$ cat config.mk
export PLATFORM = sky130hd
export DESIGN_NAME = fetch_buffer_flat
export DESIGN_NICKNAME = d
export VERILOG_FILES = /design/src/rtl/fetch_buffer_if.sv /design/src/rtl/fetch_buffer.sv /design/src/flat_wrapper.sv
export SDC_FILE = /design/constraint.sdc
export NUM_CORES = 1
export LEC_CHECK = 0
export ABC_AREA = 1
export CORE_MARGIN = 2
export CORE_UTILIZATION = 40
export DETAILED_ROUTE_END_ITERATION = 12
export SLEW_MARGIN = 20
export SYNTH_ARGS = -nofsm -noshare
export SYNTH_HDL_FRONTEND = slang
export SYNTH_SLANG_ARGS = --single-unit
$ cat constraint.sdc
create_clock -name clk -period 7 [get_ports clk]
set_input_delay 0.7 -clock clk [delete_from_list [all_inputs] [get_ports clk]]
set_output_delay 0.7 -clock clk [all_outputs]
set_load 0.01 [all_outputs]
$ cat src/rtl/fetch_buffer_if.sv
// Handshake bundle between fetch, the fetch buffer and decode.
// The master modport is the fetch/decode side; the slave modport is the buffer.
interface fetch_buffer_if #(
  parameter int DEPTH      = 4,
  parameter int ADDR_WIDTH = 32,
  parameter int INST_WIDTH = 32
);
  localparam int PTR_WIDTH = $clog2(DEPTH);

  logic                  in_valid;
  logic [ADDR_WIDTH-1:0] in_pc;
  logic [INST_WIDTH-1:0] in_inst;
  logic                  in_ready;
  logic                  flush;
  logic                  out_valid;
  logic [ADDR_WIDTH-1:0] out_pc;
  logic [INST_WIDTH-1:0] out_inst;
  logic                  out_ready;
  logic [PTR_WIDTH:0]    occupancy;

  modport master (
    output in_valid, in_pc, in_inst, flush, out_ready,
    input  in_ready, out_valid, out_pc, out_inst, occupancy
  );

  modport slave (
    input  in_valid, in_pc, in_inst, flush, out_ready,
    output in_ready, out_valid, out_pc, out_inst, occupancy
  );
endinterface

$ cat src/rtl/fetch_buffer.sv
// Circular {pc, inst} FIFO between IF and ID with flush and fetch back-pressure.
// Define FETCH_BUF_BYPASS_EN for a zero-latency pass-through when the buffer is empty.
module fetch_buffer #(
  parameter int DEPTH      = 4,
  parameter int ADDR_WIDTH = 32,
  parameter int INST_WIDTH = 32
) (
  input logic           clk,
  input logic           rst,
  fetch_buffer_if.slave bus
);
  localparam int PTR_WIDTH = $clog2(DEPTH);
  localparam logic [PTR_WIDTH:0]   FULL_COUNT = (PTR_WIDTH + 1)'(DEPTH);
  localparam logic [PTR_WIDTH-1:0] PTR_ONE    = PTR_WIDTH'(1);
  localparam logic [PTR_WIDTH:0]   CNT_ONE    = (PTR_WIDTH + 1)'(1);

  typedef struct packed {
    logic [ADDR_WIDTH-1:0] pc;
    logic [INST_WIDTH-1:0] inst;
  } entry_t;

  entry_t               storage_q [DEPTH];
  logic [PTR_WIDTH-1:0] head_q, head_d;
  logic [PTR_WIDTH-1:0] tail_q, tail_d;
  logic [PTR_WIDTH:0]   count_q, count_d;

  logic   empty, full, push, pop, bypass, write_en, fifo_pop;
  entry_t head_entry;

  always_comb begin
    empty = (count_q == '0);
    full  = (count_q == FULL_COUNT);
`ifdef FETCH_BUF_BYPASS_EN
    bypass = empty && bus.in_valid && !bus.flush && !rst;
`else
    bypass = 1'b0;
`endif

    bus.in_ready  = !rst && !full;
    bus.out_valid = (!empty || bypass) && !bus.flush;
    bus.occupancy = count_q;

    if (!bus.out_valid)  head_entry = '0;
    else if (bypass)     head_entry = '{pc: bus.in_pc, inst: bus.in_inst};
    else                 head_entry = storage_q[head_q];
    bus.out_pc   = head_entry.pc;
    bus.out_inst = head_entry.inst;

    push = bus.in_valid && bus.in_ready;
    pop  = bus.out_valid && bus.out_ready;
    // A bypassed entry consumed in the same cycle never touches the storage.
    write_en = push && !bus.flush && !(bypass && pop);
    fifo_pop = pop && !bypass;
  end

  always_comb begin
    head_d  = head_q;
    tail_d  = tail_q;
    count_d = count_q;
    if (bus.flush) begin
      head_d  = '0;
      tail_d  = '0;
      count_d = '0;
    end else begin
      if (write_en) tail_d = tail_q + PTR_ONE;
      if (fifo_pop) head_d = head_q + PTR_ONE;
      case ({write_en, fifo_pop})
        2'b10:   count_d = count_q + CNT_ONE;
        2'b01:   count_d = count_q - CNT_ONE;
        default: count_d = count_q;
      endcase
    end
  end

  always_ff @(posedge clk or posedge rst) begin
    if (rst) begin
      head_q  <= '0;
      tail_q  <= '0;
      count_q <= '0;
    end else begin
      head_q  <= head_d;
      tail_q  <= tail_d;
      count_q <= count_d;
    end
  end

  // NOTE: storage has no reset; count gates every read, so stale contents are never visible.
  always_ff @(posedge clk) begin
    if (write_en) storage_q[tail_q] <= '{pc: bus.in_pc, inst: bus.in_inst};
  end
endmodule

$ cat src/flat_wrapper.sv
// flat-port wrapper written by rule: the top's interface ports become plain ports
module fetch_buffer_flat 
#(
  parameter int DEPTH      = 4,
  parameter int ADDR_WIDTH = 32,
  parameter int INST_WIDTH = 32
)
  (clk, rst, bus_in_valid, bus_in_pc, bus_in_inst, bus_flush, bus_out_ready, bus_in_ready, bus_out_valid, bus_out_pc, bus_out_inst, bus_occupancy);
  fetch_buffer_if #(.DEPTH(DEPTH), .ADDR_WIDTH(ADDR_WIDTH), .INST_WIDTH(INST_WIDTH)) bus_i ();
  input logic clk;
  input logic rst;
  input wire logic [$bits(bus_i.in_valid)-1:0] bus_in_valid;
  input wire logic [$bits(bus_i.in_pc)-1:0] bus_in_pc;
  input wire logic [$bits(bus_i.in_inst)-1:0] bus_in_inst;
  input wire logic [$bits(bus_i.flush)-1:0] bus_flush;
  input wire logic [$bits(bus_i.out_ready)-1:0] bus_out_ready;
  output wire logic [$bits(bus_i.in_ready)-1:0] bus_in_ready;
  output wire logic [$bits(bus_i.out_valid)-1:0] bus_out_valid;
  output wire logic [$bits(bus_i.out_pc)-1:0] bus_out_pc;
  output wire logic [$bits(bus_i.out_inst)-1:0] bus_out_inst;
  output wire logic [$bits(bus_i.occupancy)-1:0] bus_occupancy;
  assign bus_i.in_valid = bus_in_valid;
  assign bus_i.in_pc = bus_in_pc;
  assign bus_i.in_inst = bus_in_inst;
  assign bus_i.flush = bus_flush;
  assign bus_i.out_ready = bus_out_ready;
  assign bus_in_ready = bus_i.in_ready;
  assign bus_out_valid = bus_i.out_valid;
  assign bus_out_pc = bus_i.out_pc;
  assign bus_out_inst = bus_i.out_inst;
  assign bus_occupancy = bus_i.occupancy;
  fetch_buffer #(.DEPTH(DEPTH), .ADDR_WIDTH(ADDR_WIDTH), .INST_WIDTH(INST_WIDTH)) u_core (.clk(clk), .rst(rst), .bus(bus_i));
endmodule
Word-level counts from Yosys, hierarchy flattened
Memory sizes are Yosys's and may differ from the RTL's.
Index checks and enable logic that the tools add are counted.
- add/subtract/negate cells: 4
- reductions and logical operators: 13
- mux-type cells: 9
- eq/ne operators: 3
- operators by type and width (kind ; number):
    64-bit two-way mux ; 1
    2-bit two-way mux ; 4
    3-bit one-hot mux with 2 select lines ; 1
    1-bit logical AND ; 5
    2-bit by 1-bit adder with 2-bit output, second input constant ; 2
    1-bit zero test ; 4
    2-bit nonzero test ; 2
    3-bit by 1-bit adder with 3-bit output, second input constant ; 1
    3-bit == test, second input constant ; 1
    3-bit zero test ; 1
    3-bit two-way mux ; 1
    3-bit nonzero test ; 1
    3-bit by 1-bit subtractor with 3-bit output, second input constant ; 1
    2-bit by 1-bit == test with 1-bit output, second input constant ; 1
    2-bit == test, second input constant ; 1
    1-bit two-way mux ; 2
- RAM bits: 256
- flip-flop bits (word level): 7
- output and inout bits: 69
- bits of input ports: 69
- word-level logic and storage cells: 33
- memories: 1
- memory list (name ; depth ; width ; read ports ; clocked after memory_dff ; wr ports ; line ; RTL):
    u_core.storage_q ; 4 ; 64 ; 1 ; 0 ; 1 ; fetch_buffer.sv:22 ; entry_t storage_q [DEPTH];

Logic depth before layout (Yosys ltp)
Gate-level depths: netlist of run 1.
- depth after elaboration: 8
- depth in mapped cells: 13
- depth with buffers taken out: 13

Worst setup path after synthesis of run 1
OpenSTA, ideal clock, no wires.
- kind: input -> register
- from: input rst
- to: memory u_core.storage_q[0][0] (netlist bit), enable pin
- setup slack: 2.665 ns
- required time: 6.513 ns
- buffers on the path: 0
- arrival: 3.849 ns
- library setup time: 0.487 ns
- cell stages on the path: 3
- cell sequence: inv_1 nand4_2 nor2_1
- cells in the longest elaborated chain, start to end: 6
- RTL lines (element ; line ; RTL):
    start: declaration ; flat_wrapper.sv:11 ; input logic rst;
    1-bit zero test ; fetch_buffer.sv:39 ; bus.in_ready = !rst && !full;
    1-bit logical AND ; fetch_buffer.sv:39 ;
    1-bit logical AND ; fetch_buffer.sv:49 ; push = bus.in_valid && bus.in_ready;
    1-bit logical AND ; fetch_buffer.sv:52 ; write_en = push && !bus.flush && !(bypass && pop);
    1-bit two-way mux ; fetch_buffer.sv:89 ; if (write_en) storage_q[tail_q] <= '{pc: bus.in_pc, inst: bus.in_inst};
    1-bit two-way mux (not written as such) ; fetch_buffer.sv:89 ;
    end: declaration ; fetch_buffer.sv:22 ;
No other way between the ends.

Final worst setup path of run 1
- from: register u_core.head_q[0]
- to: output bus_out_inst[9]
- cells in the longest elaborated chain, start to end: 2
- RTL lines (element ; line ; RTL):
    start: declaration ; fetch_buffer.sv:23 ; logic [PTR_WIDTH-1:0] head_q, head_d;
    start signal: assignment ; fetch_buffer.sv:77 ; head_q <= '0;
    start signal: assignment ; fetch_buffer.sv:81 ; head_q <= head_d;
    memory read 4 x 64 bit ; -- ;
    64-bit two-way mux ; fetch_buffer.sv:43 ; if (!bus.out_valid) head_entry = '0;
    end: declaration ; flat_wrapper.sv:20 ; output wire logic [$bits(bus_i.out_inst)-1:0] bus_out_inst;
No other way between the ends.

==> results of run 1 <==
-- layout make-up --
class | count | area share
multi-input combinational | 492 | 0.1716
tap | 335 | 0.03239
sequential | 263 | 0.6080
clock inverter | 17 | 0.01450
timing repair buffer | 145 | 0.1106
antenna | 1 | 0.0001934
inverter | 16 | 0.004835
clock buffer | 35 | 0.05782
-- Yosys cell counts --
cell      count
fa_1          1
clkbuf_2      9
buf_6        13
buf_4         2
inv_1        11
o21ai_0      92
a21oi_1      66
nand2_1      14
nor2_2        1
nand2_2       2
o21ai_1      41
clkbuf_1      8
nand3_1       7
inv_2         5
ha_1          4
nand4_2       1
buf_1         2
nor2_1      261
buf_2        16
xnor2_1       1
edfxtp_1    256
nand3_2       1
dfrtp_1       7
-- placed cells by master, fill, tap and decap left out, types with 2 or more instances in the layout --
| cell type | synthesis | layout |
|---|---|---|
| nor2_1 | 261 | 257 |
| edfxtp_1 | 256 | 256 |
| clkdlybuf4s50_1 | 0 | 137 |
| o21ai_0 | 92 | 92 |
| a21oi_1 | 66 | 66 |
| o21ai_1 | 41 | 41 |
| clkbuf_16 | 0 | 29 |
| nand2_1 | 14 | 13 |
| inv_1 | 11 | 10 |
| buf_4 | 2 | 8 |
| nand3_1 | 7 | 7 |
| clkinv_1 | 0 | 7 |
| clkbuf_1 | 8 | 6 |
| inv_2 | 5 | 5 |
| clkinv_2 | 0 | 5 |
| dfrtp_1 | 7 | 5 |
| nor2_4 | 0 | 4 |
| ha_1 | 4 | 4 |
| bufinv_16 | 0 | 4 |
| nand2_2 | 2 | 2 |
-- cells by family after synthesis --
family,count (synthesis)
AOI/OAI and AO/OA,199
buffers and inverters,66
xor gates and xnor gates,1
and+or+nand+nor,287
DFF,263
adders and majority gates,5
-- worst paths after layout --
| path | slack, ns | from | endpoint |
|---|---|---|---|
| min reg2reg | 0.58 | u_core.tail_q[0] | u_core.tail_q[0] |
| max reg2reg | 4.19 | u_core.bus.occupancy[0] | u_core.storage_q[1][11] |
| min in group clk | 0.58 | u_core.tail_q[0] | u_core.tail_q[0] |
| max | 2.74 | u_core.head_q[0] | bus_out_inst[9] |
| max in group asynchronous | 6.22 | rst | u_core.head_q[1] |
| min | 0.47 | rst | u_core.head_q[0] |
-- metal layers --
metal  track usage  vias up  share of wire
met5             0        -              0
li1              -     3151              -
met4       0.03879        0          0.017
met1        0.2165     3131           0.43
met3       0.02947       31          0.049
met2        0.2865      164           0.50
-- where the power goes --
part           leakage [nW]  total, mW  internal, mW  switching (mW)
Clock                 0.458       1.48         0.903           0.574
Sequential             2.40       1.87          1.78          0.0833
Combinational          1.49       1.12         0.460           0.657
-- state kept, by name (all words and copies together), names as in the netlist --
| name | count |
|---|---|
| u_core.head_q | 2 |
| u_core.bus.occupancy | 3 |
| u_core.storage_q | 256 |
| u_core.tail_q | 2 |
-- worst max-delay path: cells and delay by family (launching register included) --
| family | cells | cell delay [ns] |
|---|---|---|
| AO/OA/AOI/OAI | 2 | 0.43 |
| flip-flops | 1 | 0.74 |
| buffers and inverters | 3 | 1.80 |
-- stage by stage --
stage,worst slack (ns),hold slack (ns),std cells,util
after global routing,2.446,0.5118,1303,0.5007
after global placement,3.229,0.5620,1251,0.4645
after CTS,2.603,0.4629,1303,0.5007
final,2.741,0.4745,1304,0.5008
after detailed placement,3.169,0.5597,1251,0.4645
after floorplan,2.665,0.5141,821,-
==> results.json, run 1 <==
{
  "status": "completed",
  "synth_adder_area_share": 0.006718,
  "dieArea_um2": 27380,
  "vias": 6477,
  "die_y_um": 165.5,
  "yosys.area.top_type": "edfxtp_1",
  "cp.arrival_ns": 3.56,
  "die_w_um": 165.5,
  "peakVddDrop_mv": 0.2359,
  "rsz0062_at_grt": "no",
  "drc": 0,
  "rr_worst_depth": 5,
  "cts_hold_buf": 0,
  "synthSimpleGateAreaFrac": 0.1063,
  "cp-end-kind": "output pin",
  "worst_pin_slew_ns": 1.028,
  "synth.mux.area_fraction": 0,
  "syn_to_final_growth_pct": 24.06,
  "fill_cells": 2252,
  "dr.pass1.iters": 5,
  "finalSetupTns_ns": 0,
  "start_kind": "register",
  "relSlewSlack": 0.3150,
  "postCtsSetupBuffers": 0,
  "syn-num-nets": 895,
  "yosys_warnings": 0,
  "fin_nets": 1020,
  "synth-seq-cells": 263,
  "worst-path-max-fanout": 76,
  "via_per_inst": 4.967,
  "drt_iter0_drc": 554,
  "grt_use_total": 0.1650,
  "hp-class": "in2async",
  "netlist_instances": 821,
  "core_um2": 25840,
  "synth.distinct_cells": 23,
  "synth_area_leaders": "edfxtp_1 74%, nor2_1 9.4%, o21ai_0 4.4%",
  "clkSlewWorstSetupHoldPaths_ns": 0.06,
  "antenna_found_initial": 0,
  "totalPowerFinal_mw": 4.462,
  "grt_pass1_wl_um": 34520,
  "io_pins": 138,
  "p_leak_nw": 4.349,
  "cp_slowest_stage_delay_ns": 0.74,
  "cap_viol_max_count": 0,
  "seq_area_frac_synth": 0.7538,
  "cts-root-buf": "clkbuf_16",
  "setup_viol": 0,
  "multi_input_area_um2": 2221,
  "slew_viol_final": 0,
  "cts.path.max_buffers": 3,
  "fin_crit_ns": 4.259,
  "grt_overflow": 0,
  "numCtsBuffers": 28,
  "synth_top_area_frac": 0.7370,
  "postPlaceCellArea_um2": 12000,
  "place_congestion": 0.7367,
  "cts.repair.resized": 0,
  "seq_area_um2": 7868,
  "clock_sinks": 263,
  "htree_levels": 1,
  "grt_pass1_vias": 6246,
  "power_density_nw_per_um2": 344.8,
  "synth_top_family_by_area": "simple AND/OR/NAND/NOR gates",
  "syn_area_um2": 10430,
  "finClkSkew_ns": 0.01952,
  "synthXorXnorAreaFrac": 0.0008397,
  "detail_route.wl_per_cell_um": 17.51,
  "critPathRequiredTime_ns": 6.30,
  "grt_max_degree": 77,
  "initial_core_util": 0.4037,
  "clk_latency_ns": 0.53,
  "synth_compound_area_frac": 0.09549,
  "drive_above_1_share": 0.06715,
  "min_period_over_period": 0.6085,
  "antenna_left": 0,
  "portBuffers": 137,
  "criticalPathCategory": "reg2out",
  "path_cells": "inv_4, buf_4, o21ai_0, a21oi_1, clkdlybuf4s50_1",
  "cts_tree": "built",
  "dp_hpwl_um": 12040,
  "num_rows": 59,
  "hold_violations": 0,
  "avgSynthCellArea_um2": 12.70,
  "routed_wl_um": 22840,
  "fin_area_um2": 12940,
  "fmax_ghz": 0.2348,
  "crit_slowest_cell": "dfrtp_4"
}
No activity file was read; power rests on OpenSTA's default activity.
==> run 2, diff against run 1 <==
==> constraint.sdc (replaced) <==
create_clock -name clk -period 3.7 [get_ports clk]
set_input_delay 0.37 -clock clk [delete_from_list [all_inputs] [get_ports clk]]
set_output_delay 0.37 -clock clk [all_outputs]
set_load 0.01 [all_outputs]
==> run 2 against run 1 <==
Against the previous run:
- register-to-register slack lost 2.7 ns
- clock skew shrank 0.013 ns
- design area grew 0.45%
- highest routed layer is now met5
- non-clock buffer count grew 9
- via count is essentially flat
- die area is the same
- first-iteration DRC count shrank 20%
- total power grew 84%
==> results.json, run 2 (synthesis gave the netlist of run 1 again) <==
{
  "met3WireLength_um": 1173,
  "detail_route.wl_per_cell_um": 17.10,
  "routed_wl_um": 22420,
  "path_buf_inv": 2,
  "slew_viol_final": 0,
  "dp_hpwl_um": 12770,
  "vias": 6479,
  "dieArea_um2": 27380,
  "dp_slack_ns": 0.7227,
  "cts_hold_buf": 0,
  "peakVddDrop_mv": 0.3287,
  "grt_max_degree": 79,
  "grt_overflow": 0,
  "setup_viol": 0,
  "r2r_start": "u_core.bus.occupancy[0]",
  "relSlewSlack": 0.3964,
  "wl_met2_um": 11120,
  "io_pins": 138,
  "cp.arrival_ns": 2.85,
  "htree_levels": 1,
  "cts.path.max_buffers": 3,
  "antenna_found_initial": 2,
  "start_kind": "register",
  "final_cells": 1311,
  "finClkSkew_ns": 0.006990,
  "clk_latency_ns": 0.51,
  "top_register": "u_core.storage_q",
  "hold_violations": 0,
  "critPathRequiredTime_ns": 3.33,
  "drive_above_1_share": 0.07598,
  "setup_ws_ns": 0.4783,
  "worst_pin_slew_ns": 0.9053,
  "die_w_um": 165.5,
  "min_period_over_period": 0.8707,
  "dr.pass1.iters": 4,
  "wirelength_met1_um": 9558,
  "rsz0062_at_grt": "no",
  "cts_tree": "built",
  "finalSetupTns_ns": 0,
  "drt_iter0_drc": 445,
  "grt_pass1_wl_um": 33930,
  "via_per_inst": 4.942,
  "initial_core_util": 0.4037,
  "cp_common_cell": "nor2_1",
  "numCtsBuffers": 27,
  "worst-path-max-fanout": 78,
  "cts-root-buf": "clkbuf_16",
  "critPathTopFamily": "buffers and inverters",
  "power_density_nw_per_um2": 632.2,
  "clock_sinks": 263,
  "layout_commonest_cell": "nor2_1",
  "hp-class": "in2async",
  "num_rows": 59,
  "criticalPathCategory": "reg2out",
  "r2r_end": "u_core.bus.occupancy[2]",
  "grt_pass1_vias": 6131,
  "rr_worst_depth": 12,
  "p_leak_nw": 4.379,
  "utilization": 0.5031,
  "topRoutingLayerUsed": "met5",
  "dpl.cell_count": 1260,
  "status": "completed",
  "fmax_ghz": 0.3104,
  "fin_crit_ns": 3.222,
  "fill_cells": 2291,
  "grt_use_total": 0.1620,
  "clkSlewWorstSetupHoldPaths_ns": 0.06,
  "portBuffers": 137,
  "cts.repair.resized": 0,
  "core_um2": 25840,
  "postCtsSetupBuffers": 0,
  "crit_slowest_cell": "buf_4",
  "path_cells": "buf_4, nor2_1, nor2_1, o21ai_0, a21oi_1, clkdlybuf4s50_1",
  "syn_to_final_growth_pct": 24.63,
  "antenna_left": 0,
  "drc": 0,
  "die_y_um": 165.5,
  "final_cell_mix": "257 x nor2_1, 256 x edfxtp_1, 137 x clkdlybuf4s50_1",
  "cap_viol_max_count": 0,
  "cp_slowest_stage_delay_ns": 0.67,
  "fin_nets": 1028,
  "place_congestion": 0.7927,
  "largest_reg_flops": 256,
  "cp-end-kind": "output pin",
  "reg2reg_slack_ns": 1.49
}
-- run 2: stage by stage --
step | hold slack, ns | area, um2 | total power [mW]
finish | 0.1630 | 13000 | 8.217
global route | 0.1719 | 13000 | 8.659
CTS | 0.1444 | 12990 | 8.334
detailed placement | 0.5689 | 12160 | 5.802
global placement | 0.5676 | 12160 | 5.792
floorplan | 0.1969 | 10430 | 4.877
-- run 2: routing by layer --
metal | vias up | global-route usage
li1 | 3178 | -
met1 | 3115 | 0.2085
met2 | 150 | 0.2788
met3 | 34 | 0.03222
met4 | 2 | 0.04781
met5 | - | 0
-- run 2: worst reg2reg max path, delay by kind of cell (launching register included) --
kind	cells	cell delay (ns)
buffers and inverters	2	0.13
flip-flops	1	0.47
AND/OR/NAND/NOR	8	0.93
XOR/XNOR	1	0.21
adder cells (fa/ha/maj)	1	0.37
-- run 2: cell type report --
type                            instances  area (um2)  area share
Tap cell                              335       419.2     0.03225
Timing Repair Buffer                  154        1587      0.1221
Clock inverter                         11       80.08    0.006160
Sequential cell                       263        7868      0.6053
Clock buffer                           38       757.0     0.05823
Inverter                               16       62.56    0.004813
Antenna cell                            2       5.005   0.0003850
Multi-Input combinational cell        492        2221      0.1709
-- run 2: how the worst max path moves through the flow --
stage | startpoint | to | slack, ns | cells past startpoint
floorplan | rst | u_core.storage_q[0][0] | -0.31 | 3
global placement | bus_flush | bus_out_pc[30] | 0.73 | 5
detailed placement | bus_flush | bus_out_pc[30] | 0.72 | 5
CTS | u_core.head_q[0] | bus_out_pc[30] | 0.43 | 6
global route | u_core.head_q[0] | bus_out_inst[9] | 0.28 | 6
finish | u_core.head_q[0] | bus_out_inst[9] | 0.48 | 6
-- run 2: where the power goes --
part / internal, mW / leakage, nW / switching, mW
Clock: 1.49 / 0.417 / 1.04
Combinational: 0.911 / 1.56 / 1.35
Sequential: 3.38 / 2.40 / 0.0488
Total: 5.78 / 4.38 / 2.44
==> run 3, diff against run 2 <==
==> constraint.sdc (replaced) <==
create_clock -name clk -period 3.7 [get_ports clk]
set_input_delay 0.37 -clock clk [delete_from_list [all_inputs] [get_ports clk]]
set_output_delay 0.37 -clock clk [all_outputs]
set_load 0.02 [all_outputs]
==> run 3 against run 2 <==
Against the previous run:
- routed wire length fell by 0.16%
- combinational power rose by 9.3%
- cell count fell by 0.31%
- sequential cell count did not move
- clock power rose by 8%
- critical path depth fell by 1
- sequential power barely moved
- global-route usage barely moved
==> results.json, run 3 (synthesis gave the netlist of run 1 again) <==
{
  "dieArea_um2": 27380,
  "peakVddDrop_mv": 0.5236,
  "fin_crit_ns": 3.132,
  "postPlaceCellArea_um2": 12160,
  "cts.repair.resized": 0,
  "relSlewSlack": 0.5114,
  "antenna_left": 0,
  "setup_ws_ns": 0.5679,
  "finClkSkew_ns": 0.01129,
  "slew_viol_final": 0,
  "die_w_um": 165.5,
  "drt_iter0_drc": 464,
  "seq_area_um2": 7868,
  "place_congestion": 0.7854,
  "drive_above_1_share": 0.07613,
  "io_pins": 138,
  "grt_pass1_vias": 6210,
  "startpoint": "u_core.head_q[0]",
  "r2r_end": "u_core.bus.occupancy[2]",
  "cts-root-buf": "clkbuf_16",
  "fmax_ghz": 0.3193,
  "hold_violations": 0,
  "path_cells": "inv_4, buf_12, o21ai_0, a21oi_1, clkdlybuf4s50_1",
  "dr.pass1.iters": 4,
  "via_per_inst": 4.945,
  "vias": 6463,
  "core_um2": 25840,
  "rsz0062_at_grt": "no",
  "postCtsSetupBuffers": 0,
  "min_period_over_period": 0.8465,
  "syn_to_final_growth_pct": 25.19,
  "die_y_um": 165.5,
  "top_register": "u_core.storage_q",
  "clkSlewWorstSetupHoldPaths_ns": 0.06,
  "worst_pin_slew_ns": 0.7329,
  "cp-end-kind": "output pin",
  "fin_nets": 1028,
  "drc": 0,
  "power_density_nw_per_um2": 662.1,
  "initial_core_util": 0.4037,
  "layout_commonest_cell": "nor2_1",
  "multi_input_area_um2": 2221,
  "fin_area_um2": 13060,
  "hp-class": "in2async",
  "antenna_found_initial": 1,
  "cap_viol_max_count": 0,
  "cp_slowest_stage_delay_ns": 0.66,
  "grt_pass1_wl_um": 34040,
  "dp_hpwl_um": 12780,
  "crit_slowest_cell": "clkdlybuf4s50_1",
  "grt_use_total": 0.1623,
  "status": "completed",
  "clk_latency_ns": 0.52,
  "critPathTopFamily": "buffers and inverters",
  "final_cells": 1307,
  "path_buf_inv": 3,
  "htree_levels": 1,
  "cts_tree": "built",
  "cp.arrival_ns": 2.76,
  "clock_sinks": 263,
  "start_kind": "register",
  "worst-path-max-fanout": 60,
  "final_cell_mix": "257 x nor2_1, 256 x edfxtp_1, 137 x clkdlybuf4s50_1",
  "rr_worst_depth": 12,
  "portBuffers": 137,
  "setup_viol": 0,
  "criticalPathCategory": "reg2out",
  "detail_route.wl_per_cell_um": 17.13,
  "fill_cells": 2249,
  "r2r_start": "u_core.bus.occupancy[0]",
  "grt_overflow": 0,
  "num_rows": 59,
  "largest_reg_flops": 256,
  "reg2reg_slack_ns": 1.51,
  "grt_max_degree": 78,
  "totalPowerFinal_mw": 8.646,
  "dp_slack_ns": 0.7478,
  "p_leak_nw": 4.400,
  "cts.path.max_buffers": 3,
  "cts_hold_buf": 0,
  "finalSetupTns_ns": 0,
  "critPathRequiredTime_ns": 3.33,
  "insertedDiodeCount": 0,
  "routed_wl_um": 22390,
  "dpl.cell_count": 1260,
  "numCtsBuffers": 27
}
-- run 3: changes by cell type in the layout (fill, tap and decap cells not counted), sizes merged --
cell | previous run | this run
clkinv | 9 | 10
clkbuf | 38 | 31
clkinvlp | 0 | 1
bufinv | 1 | 5
inv | 17 | 16
diode | 2 | 0
-- run 3: worst max path at each step --
stage	slack, ns	cells after the start	endpoint
floorplan	-0.34	4	u_core.storage_q[0][0]
global placement	0.77	5	bus_out_pc[31]
detailed placement	0.75	6	bus_out_inst[9]
CTS	0.49	5	bus_out_pc[31]
global route	0.40	6	bus_out_pc[30]
finish	0.57	5	bus_out_pc[31]
-- run 3: report_power, final --
group          total, mW  leakage [nW]  internal (mW)  switching [mW]
registers           3.44          2.40           3.38          0.0664
clock network       2.73         0.438           1.68            1.05
logic               2.47          1.56          0.937            1.53
-- run 3: final cells by class --
cell class | count | share of cell area
Multi-Input combinational cell | 492 | 0.1701
Sequential cell | 263 | 0.6025
Timing Repair Buffer | 154 | 0.1215
Tap cell | 335 | 0.03210
Inverter | 16 | 0.004791
Clock inverter | 16 | 0.01610
Clock buffer | 31 | 0.05289
-- run 3: metrics by stage --
step                      hold WS, ns    util
after global placement         0.5621  0.4705
after global routing           0.1844  0.5054
after floorplan                0.1969       -
final                          0.1616  0.5054
after CTS                      0.1452  0.5054
after detailed placement       0.5637  0.4705
-- run 3: routing by layer --
metal  track usage  vias to the layer above  routed length (um)
li1              -                     3169                   -
met1        0.2086                     3132                9652
met2        0.2884                      134               11310
met3       0.03122                       26                1123
met4       0.03135                        2                 289
met5             0                        -                  13
-- run 3: worst reg2reg max path, delay by kind of cell, from the launching register on --
| kind | cells | cell delay [ns] |
|---|---|---|
| XOR/XNOR | 1 | 0.22 |
| adder cells (fa/ha/maj) | 1 | 0.37 |
| buffers and inverters | 2 | 0.13 |
| flip-flops | 1 | 0.46 |
| AND/OR/NAND/NOR | 8 | 0.92 |
